==> src/rtl/ram_dp_pkg.sv <==
// rtl/ram_dp_pkg.sv - shared types, constants and parameter checks for ram_dp_param
package ram_dp_pkg;

  typedef enum logic {
    RDW_READ_FIRST  = 1'b0,
    RDW_WRITE_FIRST = 1'b1
  } rdw_mode_e;

  localparam int MIN_RD_LAT = 1;
  localparam int MAX_RD_LAT = 4;

  // Per-read status carried alongside the data through the read pipeline
  typedef struct packed {
    logic valid;
    logic uninit;
    logic err;
    logic collision;
  } rd_resp_t;

  // True when the parameter set describes a buildable memory
  function automatic bit params_legal(int data_width, int addr_width, int depth,
                                      int rd_latency, int rdw_mode);
    return (data_width > 0) && (data_width % 8 == 0) &&
           (depth >= 1) && (depth <= (1 << addr_width)) &&
           (rd_latency >= MIN_RD_LAT) && (rd_latency <= MAX_RD_LAT) &&
           (rdw_mode == 0 || rdw_mode == 1);
  endfunction

endpackage

==> src/rtl/ram_rd_pipe.sv <==
// rtl/ram_rd_pipe.sv - fixed-length delay line with asynchronous clear
module ram_rd_pipe #(
  parameter int WIDTH  = 8,
  parameter int STAGES = 1
) (
  input  logic             clk,
  input  logic             rst,
  input  logic [WIDTH-1:0] din,
  output logic [WIDTH-1:0] dout
);

  logic [WIDTH-1:0] stage [STAGES];

  // Shift one stage per clock; reset flushes every stage so nothing in flight survives
  always_ff @(posedge clk or posedge rst) begin
    if (rst) begin
      for (int i = 0; i < STAGES; i++) stage[i] <= '0;
    end else begin
      stage[0] <= din;
      for (int i = 1; i < STAGES; i++) stage[i] <= stage[i-1];
    end
  end

  assign dout = stage[STAGES-1];

endmodule

==> src/rtl/ram_dp_param.sv <==
// rtl/ram_dp_param.sv - simple dual-port RAM with byte enables, range checks and init tracking
module ram_dp_param
  import ram_dp_pkg::*;
#(
  parameter int DATA_WIDTH = 16,
  parameter int ADDR_WIDTH = 4,
  parameter int DEPTH      = 12,
  parameter int RD_LATENCY = 1,
  parameter int RDW_MODE   = 0
) (
  input  logic                    clk,
  input  logic                    rst,
  input  logic                    wr_enb,
  input  logic [ADDR_WIDTH-1:0]   wr_addr,
  input  logic [DATA_WIDTH-1:0]   wr_data,
  input  logic [DATA_WIDTH/8-1:0] wr_be,
  input  logic                    rd_enb,
  input  logic [ADDR_WIDTH-1:0]   rd_addr,
  output logic [DATA_WIDTH-1:0]   rd_data,
  output logic                    rd_valid,
  output logic                    rd_uninit,
  output logic                    rd_err,
  output logic                    wr_err,
  output logic                    rd_collision
);

  localparam int                  NUM_LANES = DATA_WIDTH / 8;
  localparam int                  PIPE_W    = DATA_WIDTH + $bits(rd_resp_t);
  localparam logic [ADDR_WIDTH:0] DEPTH_W   = DEPTH[ADDR_WIDTH:0];
  localparam rdw_mode_e           RDW       = rdw_mode_e'(RDW_MODE[0]);

  if (!params_legal(DATA_WIDTH, ADDR_WIDTH, DEPTH, RD_LATENCY, RDW_MODE)) begin : g_bad_params
    $error("ram_dp_param: illegal parameter combination");
  end

  logic [DATA_WIDTH-1:0] mem [DEPTH];
  logic [DEPTH-1:0]      written;

  logic                  wr_in_range;
  logic                  rd_in_range;
  logic                  collision;
  logic [ADDR_WIDTH-1:0] wr_idx;
  logic [ADDR_WIDTH-1:0] rd_idx;
  logic [DATA_WIDTH-1:0] wr_old;
  logic [DATA_WIDTH-1:0] wr_word;
  logic [DATA_WIDTH-1:0] s0_data;
  rd_resp_t              s0_resp;
  logic [DATA_WIDTH-1:0] out_data;
  rd_resp_t              out_resp;

  // Range decode; indices are forced to 0 when out of range so the array is never over-indexed
  assign wr_in_range = wr_enb && ({1'b0, wr_addr} < DEPTH_W);
  assign rd_in_range = {1'b0, rd_addr} < DEPTH_W;
  assign wr_idx      = wr_in_range ? wr_addr : '0;
  assign rd_idx      = rd_in_range ? rd_addr : '0;
  assign collision   = rd_enb && wr_in_range && rd_in_range && (rd_addr == wr_addr);

  // Build the word to store: disabled lanes keep old contents, or zero if never written
  always_comb begin
    wr_old  = written[wr_idx] ? mem[wr_idx] : '0;
    wr_word = wr_old;
    for (int i = 0; i < NUM_LANES; i++) begin
      if (wr_be[i]) wr_word[8*i +: 8] = wr_data[8*i +: 8];
    end
  end

  // Array storage is not reset; unwritten entries are masked by the written bitmap
  always_ff @(posedge clk) begin
    if (wr_in_range) mem[wr_idx] <= wr_word;
  end

  // Written bitmap and out-of-range write pulse
  always_ff @(posedge clk or posedge rst) begin
    if (rst) begin
      written <= '0;
      wr_err  <= 1'b0;
    end else begin
      if (wr_in_range) written[wr_idx] <= 1'b1;
      wr_err <= wr_enb && !wr_in_range;
    end
  end

  // Read lookup feeding stage 0; idle cycles carry all-zero so rd_data is 0 when not valid
  always_comb begin
    s0_data = '0;
    s0_resp = '0;
    if (rd_enb) begin
      s0_resp.valid     = 1'b1;
      s0_resp.collision = collision;
      if (!rd_in_range) begin
        s0_resp.err = 1'b1;
      end else if (collision && (RDW == RDW_WRITE_FIRST)) begin
        s0_data = wr_word;
      end else if (written[rd_idx]) begin
        s0_data = mem[rd_idx];
      end else begin
        s0_resp.uninit = 1'b1;
      end
    end
  end

  ram_rd_pipe #(
    .WIDTH  (PIPE_W),
    .STAGES (RD_LATENCY)
  ) u_rd_pipe (
    .clk  (clk),
    .rst  (rst),
    .din  ({s0_data, s0_resp}),
    .dout ({out_data, out_resp})
  );

  assign rd_data      = out_data;
  assign rd_valid     = out_resp.valid;
  assign rd_uninit    = out_resp.uninit;
  assign rd_err       = out_resp.err;
  assign rd_collision = out_resp.collision;

endmodule

==> config.mk <==
export PLATFORM = sky130hd
export DESIGN_NAME = ram_dp_param
export DESIGN_NICKNAME = d
export VERILOG_FILES = /design/src/rtl/ram_dp_pkg.sv /design/src/rtl/ram_rd_pipe.sv /design/src/rtl/ram_dp_param.sv
export SDC_FILE = /design/constraint.sdc
export NUM_CORES = 1
export LEC_CHECK = 0
export ABC_CLOCK_PERIOD_IN_PS = 5700
export CAP_MARGIN = 0
export CELL_PAD_IN_SITES_DETAIL_PLACEMENT = 0
export CELL_PAD_IN_SITES_GLOBAL_PLACEMENT = 2
export CORE_MARGIN = 1
export CORE_UTILIZATION = 47
export DETAILED_ROUTE_END_ITERATION = 8
export PLACE_DENSITY = 0.95
export SYNTH_ARGS = -nofsm -noshare
export SYNTH_HDL_FRONTEND = slang
export SYNTH_SLANG_ARGS = --single-unit
==> constraint.sdc <==
create_clock -name clk -period 5.7 [get_ports clk]
set_input_delay 1.71 -clock clk [delete_from_list [all_inputs] [get_ports clk]]
set_output_delay 1.71 -clock clk [all_outputs]
set_load 0.03 [all_outputs]
==> results of run 1 <==
[routing by layer]
metal	routed length, um	vias to the layer above
li1	-	2446
met1	9380	2724
met2	9770	273
met3	1750	39
met4	414	0
met5	0	-
[per-stage QoR]
| stage | setup WS [ns] | utilization [%] |
|---|---|---|
| finish | 1.62 | 54.9 |
| global route | 1.42 | 54.9 |
| CTS | 1.64 | 54.9 |
| detailed placement | 1.10 | 51.5 |
| global placement | 1.22 | 51.5 |
| floorplan | 2.04 | - |
[synthesized netlist by cell type, drive strengths merged, types with 2 or more instances]
cell type | count | area share (%)
nand2b | 20 | 1.3
nor2 | 48 | 1.9
edfxtp | 192 | 62
dfrtp | 33 | 8.8
nor4 | 2 | 0.27
a21oi | 54 | 2.9
nand2 | 27 | 1.1
nand3 | 6 | 0.32
nor3 | 3 | 0.16
a211oi | 8 | 0.91
or2 | 2 | 0.13
inv | 4 | 0.16
a21bo | 2 | 0.28
mux4 | 20 | 4.8
xor2 | 3 | 0.28
o22ai | 25 | 1.7
mux2i | 36 | 3.9
a22oi | 12 | 0.96
a221oi | 4 | 0.37
buf | 23 | 1.4
a31oi | 3 | 0.20
and3 | 3 | 0.20
a311oi | 12 | 1.5
clkbuf | 21 | 0.84
o21ai | 12 | 0.64
nand4 | 2 | 0.13
and2 | 30 | 2.0
o21a | 4 | 0.32
[sequential cells by signal, indices dropped and copies added (netlist names)]
name / cells
mem: 192
u_rd_pipe.dout: 20
wr_err: 1
written: 12
[cell type report]
type,count,area (um^2)
fillers,1525,8770
flip-flops and latches,225,6590
multi-input cells,345,2540
clock buffers,28,594
repair buffers,59,551
well taps,265,332
clock inverters,10,72.6
inverters,4,15.0
[layout by cell type (no fill, tap or decap), types with 7 or more instances in the layout]
cell type          n
nand2_1           27
and2_0            12
edfxtp_1         192
clkinv_2           7
o22ai_1           25
and2_1            18
a22oi_1           12
buf_4             10
clkdlybuf4s50_1   46
clkbuf_16         23
dfrtp_1           33
o21ai_0           12
a21oi_1           54
nor2_1            48
mux4_2            20
mux2i_1           36
nand2b_1          20
[worst paths after layout]
path                             from                 to  depth (start not counted)
min in group asynchronous         rst  u_rd_pipe.dout[8]                          3
hold reg to reg            written[6]         written[6]                          1
hold / removal             written[6]         written[6]                          1
setup / recovery           wr_addr[0]         mem[9][14]                          6
max in group asynchronous         rst         written[7]                          3
setup reg to reg           written[8]         mem[9][14]                          5
[report_power, final]
group	switching, mW	internal (mW)
Clock	0.578	0.779
Sequential	0.0184	1.83
Combinational	0.194	0.117
Total	0.791	2.72
[cells by family after synthesis]
family / after synthesis
flops: 225
compound gates: 141
simple gates: 144
xor+xnor: 4
mux: 56
buf+inv: 48
[worst max-delay path, cell delays in order]
cell             delay [ns]
clkdlybuf4s50_1        0.77
mux4_2                 0.56
nor3_1                 0.34
nor4_2                 0.07
buf_4                  0.20
nor2_1                 0.55
==> reports/metrics.yaml, run 1 <==
outcome: "complete, no violations"
grt_use_total_pct: 21.7
syn_inst: 618
wl_per_cell_um: 22.8
antenna_left: 0
grt.busiest_layer: "met2"
clockBufferDepth: 3
yosysWarnings: 0
drive_gt1_share_pct: 12.2
grt_antenna_before_repair: 0
root_buffer: "clkbuf_16"
cts_buffers: 22
slew_headroom_pct: 35.9
setup_viol: 0
hold_path_class: "reg -> reg"
irDropWorstVdd_mv: 0.185
synth_edf_count: 192
leakage_nw: 3.68
synth_top_family_by_area: "compound AO/OA/AOI/OAI gates"
grt_setup_unrepaired: "false"
post_cts_buffers: 0
drtIter0Drc: 584
power_mw: 3.52
io_buffers: 50
final_nets: 687
ys_seq_elements: 225
ys_types: 42
slew_violations: 0
dpl-instance-area_um2: 10000
period_minus_slack_ns: 4.08
cts_hold_buffers: 0
synthFlopType: "edfxtp_1"
endpoint_kind: "flop"
synthAdderAreaFrac_pct: 0
synth_mux_area_share_pct: 8.67
pin_count: 51
grt_pass1_vias: 5494
synth_compound_area_share_pct: 10.4
use_met2_pct: 33.5
r2r_slack_ns: 3.27
cts_tree: "built"
h-tree-depth: 1
drt_wl_total_mm: 21.3
synth-async-reset-ratio_pct: 14.7
synthSimpleGateAreaFrac_pct: 7.64
critPathRequiredTime_ns: 5.83
critPathKind: "in -> reg"
drt-pass1-iter-count: 5
drc: 0
worst_pin_slew_ns: 0.961
ys_seq_area_share_pct: 70.5
skew_ns: 0.0162
cts_resized: 0
die_area_um2: 20500
drv_cap: 0
cp-start-kind: "input port"
clk_latency_ns: 0.50
holdWs_ns: 0.497
core-area_um2: 19500
synth_xor_area_share_pct: 0.375
row_count: 51
clock-sinks: 225
clkSlewWorstSetupHoldPaths_ns: 0.06
synth_nets: 648
hold_viol_final: 0
fin_crit_sh_pct: 71.6
grt_max_degree: 62
fin_cells: 936
die_w_um: 143
routed_via_density: 5.86
layout-area-overhead-vs-synth_pct: 14.3
die_y_um: 143
grt_pass1_wl_mm: 32.5
syn_area_um2: 9350
place_congestion: 0.842
num_vias: 5482
grt-ovfl-total: 0
fin_setup_tns_ns: 0
dp_hpwl_mm: 14.5
final_area_um2: 10700
dp.cells: 898
worstPathArrival_ns: 4.22
powerDensity_nw_per_um2: 329
path_max_fanout: 12
initial_utilization_pct: 48.1
achievable-frequency_mhz: 245
use_met1_pct: 31.6
num_antenna_cells: 0
globalRouteMet3Util_pct: 3.86
avgSynthCellArea_um2: 15.1
No activity file was read; power rests on OpenSTA's default activity.
==> run 2, diff against run 1 <==
- ABC_CLOCK_PERIOD_IN_PS: 5700 -> 3400
- CORE_UTILIZATION: 47 -> 39
- PLACE_DENSITY: 0.95 -> 0.86
- clock period: 5.7 -> 3.4 ns (I/O delays scaled with it)
==> run 2 against run 1 <==
Against the previous run:
- setup slack lost 1.4 ns
- via count is 0.58% higher
- first-iteration DRC count rose by 0.68%
- critical path depth is 1 higher
- global-route usage shrank 3.3 points
- hold slack gained 0.010 ns
- critical path type unchanged
- critical endpoint is now mem[0][13]
- largest cell class unchanged
- highest routed layer unchanged
==> reports/metrics.yaml, run 2 (synthesis results as in run 1) <==
outcome: "complete, no violations"
grt_setup_unrepaired: "false"
path_cells: "clkdlybuf4s50_1, mux4_2, nor3_1, buf_4, nor4_2, buf_12, nor2_1"
clkSlewWorstSetupHoldPaths_ns: 0.06
grt_use_total_pct: 18.4
post_cts_buffers: 0
grt_pass1_vias: 5331
leakage_nw: 3.81
dp_hpwl_mm: 15.5
grt-ovfl-total: 0
drtIter0Drc: 588
slowest_stage: "clkdlybuf4s50_1"
skew_ns: 0.0143
whs_path_depth: 1
seqPwrFrac_pct: 50.4
drt-pass1-iter-count: 5
final_cell_mix: "192 x edfxtp_1, 54 x a21oi_1, 48 x nor2_1"
final_area_um2: 11000
ff2ff_path_depth: 6
intPower_mw: 4.78
swShare_pct: 22.1
core-area_um2: 23500
max_stage_delay_ns: 0.61
drv_cap: 0
routed_via_density: 5.46
reg2reg_to: "mem[0][13]"
r2r_slack_ns: 1.03
pin_count: 51
clockBufferDepth: 3
die_area_um2: 24600
die_w_um: 157
clock-sinks: 225
n_fill_cell: 1977
achievable-frequency_mhz: 318
fin_setup_tns_ns: 0
slew_violations: 0
antenna_left: 0
holdPathEnd: "written[11]"
path_max_fanout: 12
period_minus_slack_ns: 3.14
critPathRequiredTime_ns: 3.53
critPathKind: "in -> reg"
cts_buffers: 22
worstPathArrival_ns: 3.27
grt_antenna_before_repair: 0
reg2reg_from: "written[8]"
cts_hold_buffers: 0
hold_viol_final: 0
power_frac_comb_pct: 9.1
fin_crit_sh_pct: 92.4
cp-start-kind: "input port"
slew_headroom_pct: 51.3
clk_latency_ns: 0.50
p_clk_share_pct: 40.5
regMostFlops: "mem"
die_y_um: 157
layout-area-overhead-vs-synth_pct: 17.7
cts_resized: 0
cts_tree: "built"
worst_pin_slew_ns: 0.728
setup_viol: 0
num_antenna_cells: 0
powerDensity_nw_per_um2: 557
multi_input_area_um2: 2540
grt_pass1_wl_mm: 33.0
hold_path_class: "reg -> reg"
h-tree-depth: 1
p_switching_mw: 1.35
drt_wl_total_mm: 22.3
grt_max_degree: 59
num_vias: 5514
dpl-instance-area_um2: 10300
root_buffer: "clkbuf_16"
regArea_um2: 6590
irDropWorstVdd_mv: 0.319
row_count: 56
place_congestion: 0.919
hold_path.startpoint: "written[11]"
initial_utilization_pct: 39.9
largest_reg_flops: 192
final_nets: 705
final_common_cell: "edfxtp_1"
endpoint_kind: "flop"
final_util_pct: 46.9
drive_gt1_share_pct: 15.1
io_buffers: 50
wl_per_cell_um: 22.0
drc: 0
[run 2: changes by cell type in the layout (fill, tap and decap cells not counted)]
cell and delta:
buf_12 +2, buf_4 +16, bufinv_16 +2, clkbuf_1 -1, clkbuf_8 +1, clkinv_1 -1
clkinv_2 -4, clkinvlp_4 +1, inv_6 +4
[run 2: cell type report]
type | instances | area share, %
flip-flops and latches | 225 | 59.9
multi-input cells | 345 | 23.0
repair buffers | 77 | 6.46
clock buffers | 28 | 5.49
well taps | 319 | 3.63
clock inverters | 12 | 1.38
inverters | 4 | 0.136
[run 2: how the worst max path moves through the flow]
stage / startpoint / to / slack [ns] / depth (start not counted)
finish: wr_addr[0] / mem[0][13] / 0.26 / 7
global route: wr_addr[0] / mem[0][14] / 0.19 / 7
CTS: wr_addr[0] / mem[0][14] / 0.28 / 7
detailed placement: wr_addr[0] / mem[8][13] / -0.21 / 7
global placement: wr_addr[0] / mem[9][12] / -0.08 / 7
floorplan: wr_addr[0] / mem[7][10] / 0.43 / 6
[run 2: per-layer routing]
layer,track usage (%),share of wire (%),routed length [um],vias up
li1,-,-,-,2495
met2,27.4,45,9940,258
met5,0,0,0,-
met4,5.28,1.8,405,0
met1,28.1,46,10200,2726
met3,2.55,7.9,1750,35
[run 2: per-stage QoR]
step | worst slack, ns | power, mW | hold WS [ns] | std cells
detailed placement | -0.205 | 3.70 | 0.478 | 970
finish | 0.259 | 6.14 | 0.507 | 1010
CTS | 0.275 | 6.18 | 0.496 | 1010
global placement | -0.0829 | 3.70 | 0.478 | 970
global route | 0.189 | 6.34 | 0.520 | 1010
floorplan | 0.430 | 3.48 | 0.451 | 618
[run 2: critical path, delay by kind of cell]
kind | cells | cell delay [ns]
buf+inv | 3 | 0.94
simple gates | 3 | 0.77
mux | 1 | 0.54
[run 2: power by group through the flow]
stage	Clock (mW)	Combinational, mW	Sequential (mW)
6_report	2.49	0.557	3.09
5_1_grt	2.65	0.593	3.10
4_1_cts	2.53	0.556	3.09
3_5_place_dp	0	0.554	3.15
3_3_place_gp	0	0.545	3.15
2_1_floorplan	0	0.308	3.17
